$ cat config.mk
export PLATFORM = sky130hd
export DESIGN_NAME = tx_arbiter
export DESIGN_NICKNAME = d
export VERILOG_FILES = /design/src/rtl/tx_arb_pkg.sv /design/src/rtl/tx_arbiter_rr_pick.sv /design/src/rtl/tx_arbiter.sv
export SDC_FILE = /design/constraint.sdc
export NUM_CORES = 1
export LEC_CHECK = 0
export CAP_MARGIN = 25
export CORE_AREA = 2 2 56 58
export CTS_BUF_LIST = sky130_fd_sc_hd__clkbuf_4 sky130_fd_sc_hd__clkbuf_8 sky130_fd_sc_hd__clkbuf_16
export CTS_CLUSTER_SIZE = 40
export DETAILED_ROUTE_END_ITERATION = 10
export DIE_AREA = 0 0 58 60
export PLACE_DENSITY = 0.76
export SYNTH_ARGS = -nofsm -noshare
export SYNTH_HDL_FRONTEND = slang
export SYNTH_SLANG_ARGS = --single-unit
$ cat constraint.sdc
create_clock -name clk -period 2.5 [get_ports clk]
set_clock_uncertainty 0.1 [all_clocks]
set_input_delay 0.5 -clock clk [delete_from_list [all_inputs] [get_ports clk]]
set_output_delay 0.5 -clock clk [all_outputs]
set_load 0.005 [all_outputs]
$ cat src/rtl/tx_arb_pkg.sv
`default_nettype none
// +--------------------------------------------------------------------+
// | tx_arb_pkg : shared types and defaults for the UART TX arbiter     |
// | Rev 1.0                                                            |
// +--------------------------------------------------------------------+
package tx_arb_pkg;

  localparam int NREQ_DEF    = 4;
  localparam int TIMEOUT_DEF = 4096;

  typedef enum logic [1:0] {
    ST_IDLE    = 2'd0,
    ST_START   = 2'd1,
    ST_SEND    = 2'd2,
    ST_RELEASE = 2'd3
  } state_e;

endpackage
`default_nettype wire

$ cat src/rtl/tx_arbiter_rr_pick.sv
`default_nettype none
// +--------------------------------------------------------------------+
// | rr_pick : combinational round-robin picker, search starts at ptr   |
// | Rev 1.0                                                            |
// +--------------------------------------------------------------------+
module rr_pick
  import tx_arb_pkg::*;
#(
  parameter int NREQ = NREQ_DEF
) (
  input  logic [NREQ-1:0]         req_i,
  input  logic [$clog2(NREQ)-1:0] ptr_i,
  output logic [$clog2(NREQ)-1:0] winner_o,
  output logic                    valid_o
);

  localparam int IW = $clog2(NREQ);

  logic [2*NREQ-1:0] req2;
  logic [NREQ-1:0]   rot;
  logic [IW:0]       sum;

  // Rotate so bit k is the requester k places after ptr; scanning
  // downwards lets the smallest offset overwrite any later match.
  always_comb begin
    req2     = {req_i, req_i};
    rot      = NREQ'(req2 >> ptr_i);
    winner_o = '0;
    valid_o  = 1'b0;
    sum      = '0;
    for (int k = NREQ - 1; k >= 0; k--) begin
      if (rot[k]) begin
        sum = {1'b0, ptr_i} + (IW+1)'(k);
        if (sum >= (IW+1)'(NREQ)) begin
          sum = sum - (IW+1)'(NREQ);
        end
        winner_o = sum[IW-1:0];
        valid_o  = 1'b1;
      end
    end
  end

endmodule
`default_nettype wire

$ cat src/rtl/tx_arbiter.sv
`default_nettype none
// +--------------------------------------------------------------------+
// | tx_arbiter : round-robin sharing of one UART transmitter           |
// | Optional watchdog abort: define TX_ARB_TIMEOUT_EN                  |
// | Rev 1.0                                                            |
// +--------------------------------------------------------------------+
module tx_arbiter
  import tx_arb_pkg::*;
#(
  parameter int NREQ        = NREQ_DEF,
  parameter int TIMEOUT_CYC = TIMEOUT_DEF
) (
  input  logic                    clk,
  input  logic                    rst_n,
  input  logic [NREQ-1:0]         req,
  input  logic [8*NREQ-1:0]       data_in,
  output logic [NREQ-1:0]         ack,
  output logic                    tx_start,
  output logic [7:0]              tx_data,
  input  logic                    tx_done,
  output logic [$clog2(NREQ)-1:0] active_id,
  output logic                    busy,
  output logic                    err
);

  localparam int            IW      = $clog2(NREQ);
  localparam logic [IW-1:0] LAST_ID = IW'(NREQ - 1);

  if (NREQ < 2 || NREQ > 8 || TIMEOUT_CYC < 2) begin : g_bad_params
    $error("tx_arbiter: NREQ must be 2..8 and TIMEOUT_CYC at least 2");
  end

  state_e        state_q, state_d;
  logic [IW-1:0] ptr_q, ptr_d;
  logic [IW-1:0] id_q, id_d;
  logic [7:0]    data_q, data_d;
  logic [IW-1:0] pick_id;
  logic          pick_valid;
  logic [7:0]    bytes [NREQ];

  for (genvar i = 0; i < NREQ; i++) begin : g_unpack
    assign bytes[i] = data_in[8*i +: 8];
  end

  rr_pick #(
    .NREQ(NREQ)
  ) u_pick (
    .req_i   (req),
    .ptr_i   (ptr_q),
    .winner_o(pick_id),
    .valid_o (pick_valid)
  );

`ifdef TX_ARB_TIMEOUT_EN
  localparam int            CW      = $clog2(TIMEOUT_CYC);
  localparam logic [CW-1:0] CNT_MAX = CW'(TIMEOUT_CYC - 1);

  logic [CW-1:0] cnt_q, cnt_d;
  logic          to_q, to_d;
`endif

  always_comb begin
    state_d = state_q;
    ptr_d   = ptr_q;
    id_d    = id_q;
    data_d  = data_q;
`ifdef TX_ARB_TIMEOUT_EN
    cnt_d   = cnt_q;
    to_d    = to_q;
`endif
    case (state_q)
      ST_IDLE: begin
        if (pick_valid) begin
          state_d = ST_START;
          id_d    = pick_id;
          data_d  = bytes[pick_id];
        end
      end
      ST_START: begin
        state_d = ST_SEND;
`ifdef TX_ARB_TIMEOUT_EN
        cnt_d   = '0;
        to_d    = 1'b0;
`endif
      end
      ST_SEND: begin
        if (tx_done) begin
          state_d = ST_RELEASE;
        end
`ifdef TX_ARB_TIMEOUT_EN
        else if (cnt_q == CNT_MAX) begin
          state_d = ST_RELEASE;
          to_d    = 1'b1;
        end else begin
          cnt_d = cnt_q + 1'b1;
        end
`endif
      end
      ST_RELEASE: begin
        state_d = ST_IDLE;
        ptr_d   = (id_q == LAST_ID) ? '0 : id_q + 1'b1;
      end
      default: state_d = ST_IDLE;
    endcase
  end

  always_ff @(posedge clk) begin
    if (!rst_n) begin
      state_q <= ST_IDLE;
      ptr_q   <= '0;
      id_q    <= '0;
      data_q  <= '0;
    end else begin
      state_q <= state_d;
      ptr_q   <= ptr_d;
      id_q    <= id_d;
      data_q  <= data_d;
    end
  end

`ifdef TX_ARB_TIMEOUT_EN
  always_ff @(posedge clk) begin
    if (!rst_n) begin
      cnt_q <= '0;
      to_q  <= 1'b0;
    end else begin
      cnt_q <= cnt_d;
      to_q  <= to_d;
    end
  end

  assign err = (state_q == ST_RELEASE) & to_q;
`else
  assign err = 1'b0;
`endif

  // Outputs decode straight from the registered state, so reset clears them.
  assign tx_start  = (state_q == ST_START);
  assign busy      = (state_q != ST_IDLE);
  assign tx_data   = data_q;
  assign active_id = id_q;
  assign ack       = (state_q == ST_RELEASE) ? (NREQ'(1) << id_q) : '0;

endmodule
`default_nettype wire

Word level (Yosys, flattened, before mapping)
Cells that the tools add are included.
Word-level totals
  flip-flop bits (word level): 14
  output and inout bits: 17
Operators by class
  multiplexer cells: 20
  $lt $le $gt $ge: 5
  add/subtract/negate cells: 8
  reduce and logical (&&, ||, !) cells: 4
  shifts and indexed selects: 2
  eq/ne operators: 6
  bitwise gates (word level): 1
Operator list (number)
  $mux W2: 11
  $bmux W8 S2: 1
  $mux W8: 2
  $ge A3 B3 Y1 const B: 4
  $pmux W2 S4: 1
  $shr A8 B2 Y4: 1
  $sub A2 B1 Y2 const B: 4
  $add A2 B2 Y3 const B: 2
  $eq A2 B2 Y1 const B: 3
  $mux W1: 4
  $mux W4: 1
  $ne A2 B2 Y1 const B: 2
  $reduce_and A2 Y1: 2
  $shl A1 B2 Y4 const A: 1
  $add A2 B1 Y3 const B: 1
  $ge A2 B3 Y1 const B: 1
  $not A2 Y3: 1
  $add A2 B1 Y2 const B: 1
  $eq A2 B1 Y1 const B: 1
  $logic_not A2 Y1: 1
  $reduce_bool A2 Y1: 1

Longest topological paths before layout
Gate-level depths: netlist of run 1.
  depth in word-level cells: 11
  depth in mapped cells: 7
  mapped depth without buffers: 7

By module
A second synthesis of run 1 with hierarchy kept.
Second synthesis, totals
  cells, all modules: 107
  area, all modules: 967.2 um2
By module, submodules not included
  tx_arbiter: area each 889.6 um2, instances 1, sequential area each 280.3 um2, cells an instance 92
  rr_pick: area each 77.6 um2, instances 1, sequential area each 0.0 um2, cells an instance 15

Worst setup path before layout of run 1
No wires, ideal clock.
  kind: input to register
  start point: in req[2]
  end point: reg data_q[0], in the netlist tx_data[0]
  data required time: 2.278 ns
  arrival: 1.729 ns
  path slack: 0.549 ns
  stages on the path: 4
  setup time: 0.122 ns
  buffers on the path: 0
  path through: a221o_2 nand2_2 mux2_2 a221o_1
On the way
  cells in the longest elaborated chain, start to end: 9
Ends and longest elaborated chain
  start: declaration: RTL line tx_arbiter.sv:15  | input logic [NREQ-1:0] req,
  $shr A8 B2 Y4 (*): RTL line tx_arbiter_rr_pick.sv:27  | rot = NREQ'(req2 >> ptr_i);
  $mux W2 (4 in series): RTL line tx_arbiter_rr_pick.sv:32  | if (rot[k]) begin
  $not A2 Y3 (implied by the code): RTL line tx_arbiter.sv:76  | data_d = bytes[pick_id];
  $bmux W8 S2: RTL line tx_arbiter.sv:76
  $mux W8 (implied by the code) (2 in series): RTL line tx_arbiter.sv:76
  end signal: assignment: RTL line tx_arbiter.sv:117  | data_q <= data_d;
  end: declaration: RTL line tx_arbiter.sv:36  | logic [7:0] data_q, data_d;
Mark *: on every way between the ends. The rest lies on a longest branch, timed or not. The select of a mux whose other input is x is not followed.
A chain may end at the register's enable or synchronous reset.

Worst setup path in the final report of run 1
  start point: in req[1]
  end point: reg data_q[5], in the netlist tx_data[5]
The elaborated chain is that of the path after synthesis.

==> results of run 1 <==
==> worst paths after layout <==
kind                   start         end  slack, ps  cells past startpoint
setup / recovery      req[1]  tx_data[5]        180                      6
setup reg to reg    ptr_q[1]  tx_data[5]        520                      5
hold / removal    tx_data[0]  tx_data[0]        390                      1
hold reg to reg   tx_data[0]  tx_data[0]        390                      1
==> cell type report <==
class	count	area share, %
repair buffers	62	35.16
multi-input cells	87	42.12
well taps	33	2.418
flip-flops and latches	14	16.41
inverters	8	1.758
clock buffers	4	2.125
==> stage by stage <==
step | util [%] | TNS [ps]
2_1_floorplan | - | 0
3_3_place_gp | 57.59 | -230.6
3_5_place_dp | 57.59 | -920.9
4_1_cts | 58.84 | 0
5_1_grt | 58.84 | 0
6_report | 58.84 | 0
==> Yosys cell counts <==
cell type / instances / area [um^2]
sky130_fd_sc_hd__mux2_2: 8 / 90.09
sky130_fd_sc_hd__o21bai_1: 1 / 7.510
sky130_fd_sc_hd__nand2b_1: 2 / 12.51
sky130_fd_sc_hd__o21ai_1: 1 / 5.000
sky130_fd_sc_hd__a21oi_1: 7 / 35.03
sky130_fd_sc_hd__a221o_1: 8 / 80.08
sky130_fd_sc_hd__and3_4: 1 / 11.26
sky130_fd_sc_hd__o21a_1: 8 / 60.06
sky130_fd_sc_hd__buf_2: 1 / 5.000
sky130_fd_sc_hd__a221o_2: 2 / 22.52
sky130_fd_sc_hd__nand3b_1: 1 / 7.510
sky130_fd_sc_hd__nor4_1: 1 / 6.260
sky130_fd_sc_hd__a211oi_2: 1 / 12.51
sky130_fd_sc_hd__buf_4: 1 / 7.510
sky130_fd_sc_hd__ha_1: 9 / 112.6
sky130_fd_sc_hd__a21boi_0: 8 / 60.06
sky130_fd_sc_hd__a211o_1: 1 / 8.760
sky130_fd_sc_hd__nor2b_1: 6 / 37.54
sky130_fd_sc_hd__and3_2: 7 / 52.55
sky130_fd_sc_hd__and2_1: 5 / 31.28
sky130_fd_sc_hd__nor2_1: 3 / 11.26
sky130_fd_sc_hd__inv_2: 1 / 3.750
sky130_fd_sc_hd__conb_1: 1 / 3.750
sky130_fd_sc_hd__dfxtp_1: 14 / 280.3
sky130_fd_sc_hd__buf_6: 2 / 22.52
sky130_fd_sc_hd__mux2i_1: 3 / 30.03
sky130_fd_sc_hd__o21ai_0: 1 / 5.000
sky130_fd_sc_hd__inv_1: 7 / 26.28
sky130_fd_sc_hd__o211a_1: 1 / 10.01
sky130_fd_sc_hd__nand2_2: 1 / 6.260
==> layer usage <==
| metal | part of all wire, % | up-vias |
|---|---|---|
| met5 | 0 | - |
| met4 | 0.74 | 0 |
| met3 | 7.7 | 5 |
| met2 | 48 | 53 |
| met1 | 44 | 501 |
| li1 | - | 539 |
==> logic make-up after synthesis <==
kind of cell,after synthesis,share of synthesized area [%]
AOI/OAI and AO/OA,39,28.79
adders and majority gates,9,10.58
buffers and inverters,12,6.110
DFF,14,26.32
muxes,11,11.28
other,1,0.3522
and+or+nand+nor,27,16.57
==> state kept, by name, indices dropped and copies added (netlist names) <==
register and flops:
ptr_q 2, active_id 2, tx_data 8, state_q 2
==> cells in the final DEF (no fill, tap or decap), drive strengths merged <==
| cell type | count |
|---|---|
| clkdlybuf4s50 | 54 |
| dfxtp | 14 |
| a221o | 10 |
| ha | 9 |
| mux2 | 8 |
| a21boi | 8 |
| o21a | 8 |
| buf | 8 |
| inv | 8 |
| and3 | 8 |
| a21oi | 7 |
| nor2b | 6 |
| and2 | 5 |
| clkbuf | 4 |
| nor2 | 3 |
| mux2i | 3 |
| nand2b | 2 |
| o21ai | 2 |
| nor4 | 1 |
| nand3b | 1 |
| o21bai | 1 |
| nand2 | 1 |
| a211oi | 1 |
| a211o | 1 |
| o211a | 1 |
| conb | 1 |
==> power groups by stage <==
| stage | clock, uW | sequential [uW] | combinational [uW] |
|---|---|---|---|
| after floorplan | 0 | 341 | 281 |
| after global placement | 0 | 342 | 545 |
| after detailed placement | 0 | 344 | 562 |
| after CTS | 177 | 339 | 569 |
| after global routing | 185 | 350 | 623 |
| final | 173 | 339 | 562 |
==> key figures, run 1 <==
Power and ir drop
  – Part of the power in combinational logic: 52.4%
  – Total chip power: 1074 uW
  – Proportion of power drawn by the clock network: 16.1%
  – Psw: 354.2 uW
  – Register share of total power: 31.5%
  – Maximum vdd drop: 605.0 uV
  – Pwr/cell area: 628.8 nW/um^2
  – Internal power: 719.6 uW
  – Switching power as a share of total power: 32.99%
  – Leakage dissipation: 0.0006937 uW

Synth
  – Synthesis Warnings: 0
  – Synthesized cell area: 1065 um^2
  – Post-synthesis register bit count: 14
  – Number of nets produced by synthesis: 161
  – Synth unique cells: 30
  – Syn avg cell area: 9.423 um^2
  – Gate count after technology mapping: 113
  – Portion of the post-synthesis area used by sequential elements: 26.32%

Placed design
  – Placed wire-length estimate: 2.364 mm
  – Buffers on Ports: 54
  – Pre-CTS WS: -121.0 ps
  – Dpl cell area: 1672 um^2
  – Number of instances in the placed design: 204
  – Final Wtd Congestion: 0.7975

Finish
  – Share of layout cells above drive strength 1: 18.86%
  – Flip-flop and latch area: 280.3 um^2
  – Combined area of the multi-input logic cells: 719.4 um^2
  – Final Instance Area: 1708 um^2
  – Area added between synthesis and finish: 60.40%
  – Antenna diode count: 0
  – Final Instance Count excl. Fillers: 208
  – Fill count: 258
  – Post-layout nets: 224

Critical path
  – Top delay family on crit path: compound AO/OA/AOI/OAI gates
  – List of cells traversed by the critical path: clkdlybuf4s50_1 > inv_1 > a221o_2 > nand2_2 > mux2_2 > a221o_1
  – Slowest cell on the critical path: sky130_fd_sc_hd__clkdlybuf4s50_1
  – Type of destination of the critical path: flop
  – Number of buffers and inverters on the critical path: 2
  – Startpoint types: input port
  – Required time at the worst-slack endpoint: 2580 ps
  – Crit path kind: input port to flop
  – Data arrival time of the critical path: 2410 ps
  – CP max stage delay: 530 ps
  – Crit Path Max Fanout: 8

Clock network
  – Clock buffer count from CTS: 3
  – TritonCTS clock tree: done
  – Post-cts gate resize count: 0
  – Clock Tree Root: sky130_fd_sc_hd__clkbuf_4
  – Sinks on Clock Net: 14
  – CTS Buffer Depth: 2
  – CTS clk-pin slew, worst paths: 90 ps
  – Count of H-tree levels built during CTS: 1
  – Number of buffers inserted by hold repair at cts: 0
  – Insertion delay of the later-clocked pin in the worst-skew pair: 290 ps
  – Setup Fix Bufs, Post-CTS: 0

Global routing
  – Number of global-route vias before repair: 1,143
  – Global-route wire length before repair: 5.050 mm
  – Overall routing resource usage: 19.05%
  – Global-route track usage on met1: 22.41%
  – Number of antenna violations at the first check in global routing: 0
  – Met3 track demand over resource in global routing: 4.545%
  – Total congestion overflow: 0
  – Global routing's busiest layer: met2
  – Largest net degree at the start of global routing: 18
  – Met2 usage: 35.06%

STA
  – Final min period: 2323 ps
  – Slew headroom: 64.55%
  – Highest Clock Rate: 430.5 MHz
  – Fin Hold WS: 394.6 ps
  – Worst path setup slack after routing: 177.4 ps
  – Setup violation total in the final timing report: 0
  – Final hold viol count: 0
  – Final Cycle Share: 92.91%
  – Number of max-slew violations in the final report: 0
  – Pin slew with the least headroom to its limit: 530.8 ps
  – RSZ-0062 raised after global routing: no

Outcome
  – Outcome: completed

Route
  – Number of iterations in the first detailed-routing pass: 4
  – Antenna viol nets, final: 0
  – Total DRC errors in the routed layout: 0
  – Aggregate routed wire length: 3.098 mm
  – Drt initial violations: 34
  – Per-cell routed wire length: 14.89 um
  – Vias per cell: 5.279
  – Count of vias placed by the detailed router: 1,098

Floorplan
  – Vertical die dimension: 60 um
  – Area of the core: 2903 um^2
  – Starting density of the core: 36.68%
  – Total die area: 3480 um^2
  – I/O pins: 56
  – Rows: 20
  – Die extent in x: 58 um

Job
  – Maxcap violations: 0

Worst hold path
  – Class of the tightest hold or removal check: flop to flop
(Power assumes the default switching activity.)
==> inputs of run 2 (changes only) <==
CORE_AREA = 2 2 55 57   (was 2 2 56 58)
DIE_AREA = 0 0 57 59   (was 0 0 58 60)
PLACE_DENSITY = 0.75   (was 0.76)
SYNTH_HIERARCHICAL = 1   (was not set)
==> key figures, run 2 <==
Power and ir drop
  – Pwr/cell area: 638.9 nW/um^2
  – Part of the power in combinational logic: 50.1%
  – Internal power: 672.4 uW
  – Register share of total power: 34.3%
  – Psw: 331.6 uW
  – Switching power as a share of total power: 33.03%
  – Maximum vdd drop: 442.6 uV
  – Leakage dissipation: 0.0006131 uW
  – Proportion of power drawn by the clock network: 15.6%

Floorplan
  – Vertical die dimension: 59 um
  – Starting density of the core: 35.69%
  – Die extent in x: 57 um
  – Total die area: 3363 um^2
  – Area of the core: 2710 um^2
  – I/O pins: 56
  – Rows: 19

Synth
  – Top cells by instance count after synthesis: sky130_fd_sc_hd__mux2i_1, sky130_fd_sc_hd__dfxtp_1, sky130_fd_sc_hd__nand3_1
  – Synthesis Warnings: 6
  – Synthesized cell area: 967.2 um^2
  – Gate count after technology mapping: 107
  – Post-synthesis register bit count: 14
  – Top flip-flop cell by instance count after synthesis: sky130_fd_sc_hd__dfxtp_1
  – Async S/R FF share, synth: 0%
  – Ranking of synthesized cells by area: sky130_fd_sc_hd__dfxtp_1, sky130_fd_sc_hd__mux2i_1, sky130_fd_sc_hd__ha_1
  – Count of flip-flops with a built-in enable after synthesis: 0
  – Portion of synthesized cell area occupied by the leading cell type: 28.98%
  – Portion of the post-synthesis area used by sequential elements: 28.98%
  – Most common cell in the synthesized netlist: sky130_fd_sc_hd__mux2i_1
  – Number of nets produced by synthesis: 155
  – Post-synthesis cell type with the largest combined area: sky130_fd_sc_hd__dfxtp_1
  – Syn avg cell area: 9.039 um^2
  – Synth unique cells: 26

Route
  – Drt initial violations: 8
  – Aggregate routed wire length: 2.422 mm
  – Total DRC errors in the routed layout: 0
  – Antenna viol nets, final: 0
  – Number of iterations in the first detailed-routing pass: 4
  – Count of vias placed by the detailed router: 961
  – Per-cell routed wire length: 12.61 um
  – Vias per cell: 5.005

Critical path
  – Type of destination of the critical path: primary output
  – Required time at the worst-slack endpoint: 1900 ps
  – Startpoint types: flop
  – Launching element of the worst setup path: state_q[0]
  – R2R Path End: tx_data[2]
  – Critical Path End: busy
  – Reg-to-reg setup timing slack: 690 ps
  – Crit path kind: flop to primary output
  – Crit Path Max Fanout: 8
  – Data arrival time of the critical path: 1610 ps
  – Reg-to-reg startpoint: ptr_q[0]
  – Cell depth of the worst flop-to-flop path: 5

Worst hold path
  – Critical hold path startpoint: tx_data[3]
  – Class of the tightest hold or removal check: flop to flop

STA
  – Highest Clock Rate: 452.5 MHz
  – Final hold viol count: 0
  – Fin Hold WS: 398.8 ps
  – Setup Total Neg Slack: 0 ps
  – RSZ-0062 raised after global routing: no
  – Final min period: 2210 ps
  – Number of max-slew violations in the final report: 0
  – Setup violation total in the final timing report: 0
  – Final Cycle Share: 88.39%

Clock network
  – Clock Tree Root: sky130_fd_sc_hd__clkbuf_4
  – CTS clk-pin slew, worst paths: 90 ps
  – Sinks on Clock Net: 14
  – Number of buffers inserted by hold repair at cts: 0
  – Insertion delay of the later-clocked pin in the worst-skew pair: 270 ps
  – Setup Fix Bufs, Post-CTS: 0
  – Clock buffer count from CTS: 3
  – Post-cts gate resize count: 0
  – CTS Buffer Depth: 2
  – Count of H-tree levels built during CTS: 1
  – TritonCTS clock tree: done

Finish
  – Antenna diode count: 0
  – Commonest cells after routing, fill and taps aside: sky130_fd_sc_hd__clkdlybuf4s50_1, sky130_fd_sc_hd__mux2i_1, sky130_fd_sc_hd__dfxtp_1
  – Share of layout cells above drive strength 1: 4.348%
  – Most frequent standard cell in the layout excluding fill and tap cells: sky130_fd_sc_hd__clkdlybuf4s50_1
  – Post-layout nets: 210
  – Max reg flops: 8
  – Area added between synthesis and finish: 62.48%

Job
  – Maxcap violations: 0

Global routing
  – Overall routing resource usage: 15.24%
  – Largest net degree at the start of global routing: 18
  – Number of antenna violations at the first check in global routing: 0
  – Number of global-route vias before repair: 995
  – Global-route wire length before repair: 4.077 mm
  – Total congestion overflow: 0

Outcome
  – Outcome: completed

Placed design
  – Final Wtd Congestion: 0.6981
  – Buffers on Ports: 54
  – Placed wire-length estimate: 2.017 mm
[run 2: kinds of logic after synthesis]
kind of cell / count (synthesis) / share of synthesized area, %
buffers and inverters: 16 / 8.279
DFF: 14 / 28.98
other: 1 / 0.3877
and+or+nand+nor: 28 / 15.91
muxes: 18 / 18.63
adders and majority gates: 9 / 11.64
AOI/OAI and AO/OA: 21 / 16.17
[run 2: metrics by stage]
step	cell area [um^2]	power (uW)	util (%)	setup WS, ps	cells
6_report	1572	1004	57.99	290.3	192
5_1_grt	1572	1083	57.99	129.3	192
4_1_cts	1572	1018	57.99	259.7	192
3_5_place_dp	1535	855.8	56.65	35.75	188
3_3_place_gp	1535	840.0	56.65	185.3	188
2_1_floorplan	967.2	606.7	-	774.5	107
[run 2: power groups by stage]
stage	combinational, uW	sequential [uW]	clock, uW
2_1_floorplan	261	345	0
3_3_place_gp	490	350	0
3_5_place_dp	507	349	0
4_1_cts	511	345	162
5_1_grt	562	353	168
6_report	503	344	157
[run 2: worst min path at each step]
stage / endpoint / cells past startpoint / slack [ps]
after global routing: tx_data[3] / 2 / 430
after global placement: tx_data[0] / 2 / 380
final: tx_data[3] / 2 / 400
after detailed placement: tx_data[1] / 2 / 370
after CTS: tx_data[3] / 2 / 400
after floorplan: tx_data[0] / 2 / 380
[run 2: layer usage]
| layer | part of all wire [%] | global-route usage (%) | vias up |
|---|---|---|---|
| met5 | 0 | 0 | - |
| met4 | 1.9 | 6.312 | 0 |
| met3 | 10 | 5.677 | 4 |
| met2 | 48 | 26.44 | 45 |
| met1 | 40 | 16.87 | 423 |
| li1 | - | - | 489 |
[run 2: worst max-delay path, stage by stage, from the launching register on]
cell and delay [ps]:
sky130_fd_sc_hd__dfxtp_1 380, sky130_fd_sc_hd__inv_1 90, sky130_fd_sc_hd__ha_1 300, sky130_fd_sc_hd__inv_1 80
sky130_fd_sc_hd__clkdlybuf4s50_1 490
[run 2: layout make-up]
| class | count | area (um^2) |
|---|---|---|
| Multi-Input combinational cell | 77 | 610.6 |
| Tap cell | 31 | 38.79 |
| Timing Repair Buffer | 56 | 568.0 |
| Clock buffer | 4 | 36.28 |
| Sequential cell | 14 | 280.3 |
| Fill cell | 257 | 1139 |
| Inverter | 10 | 37.54 |
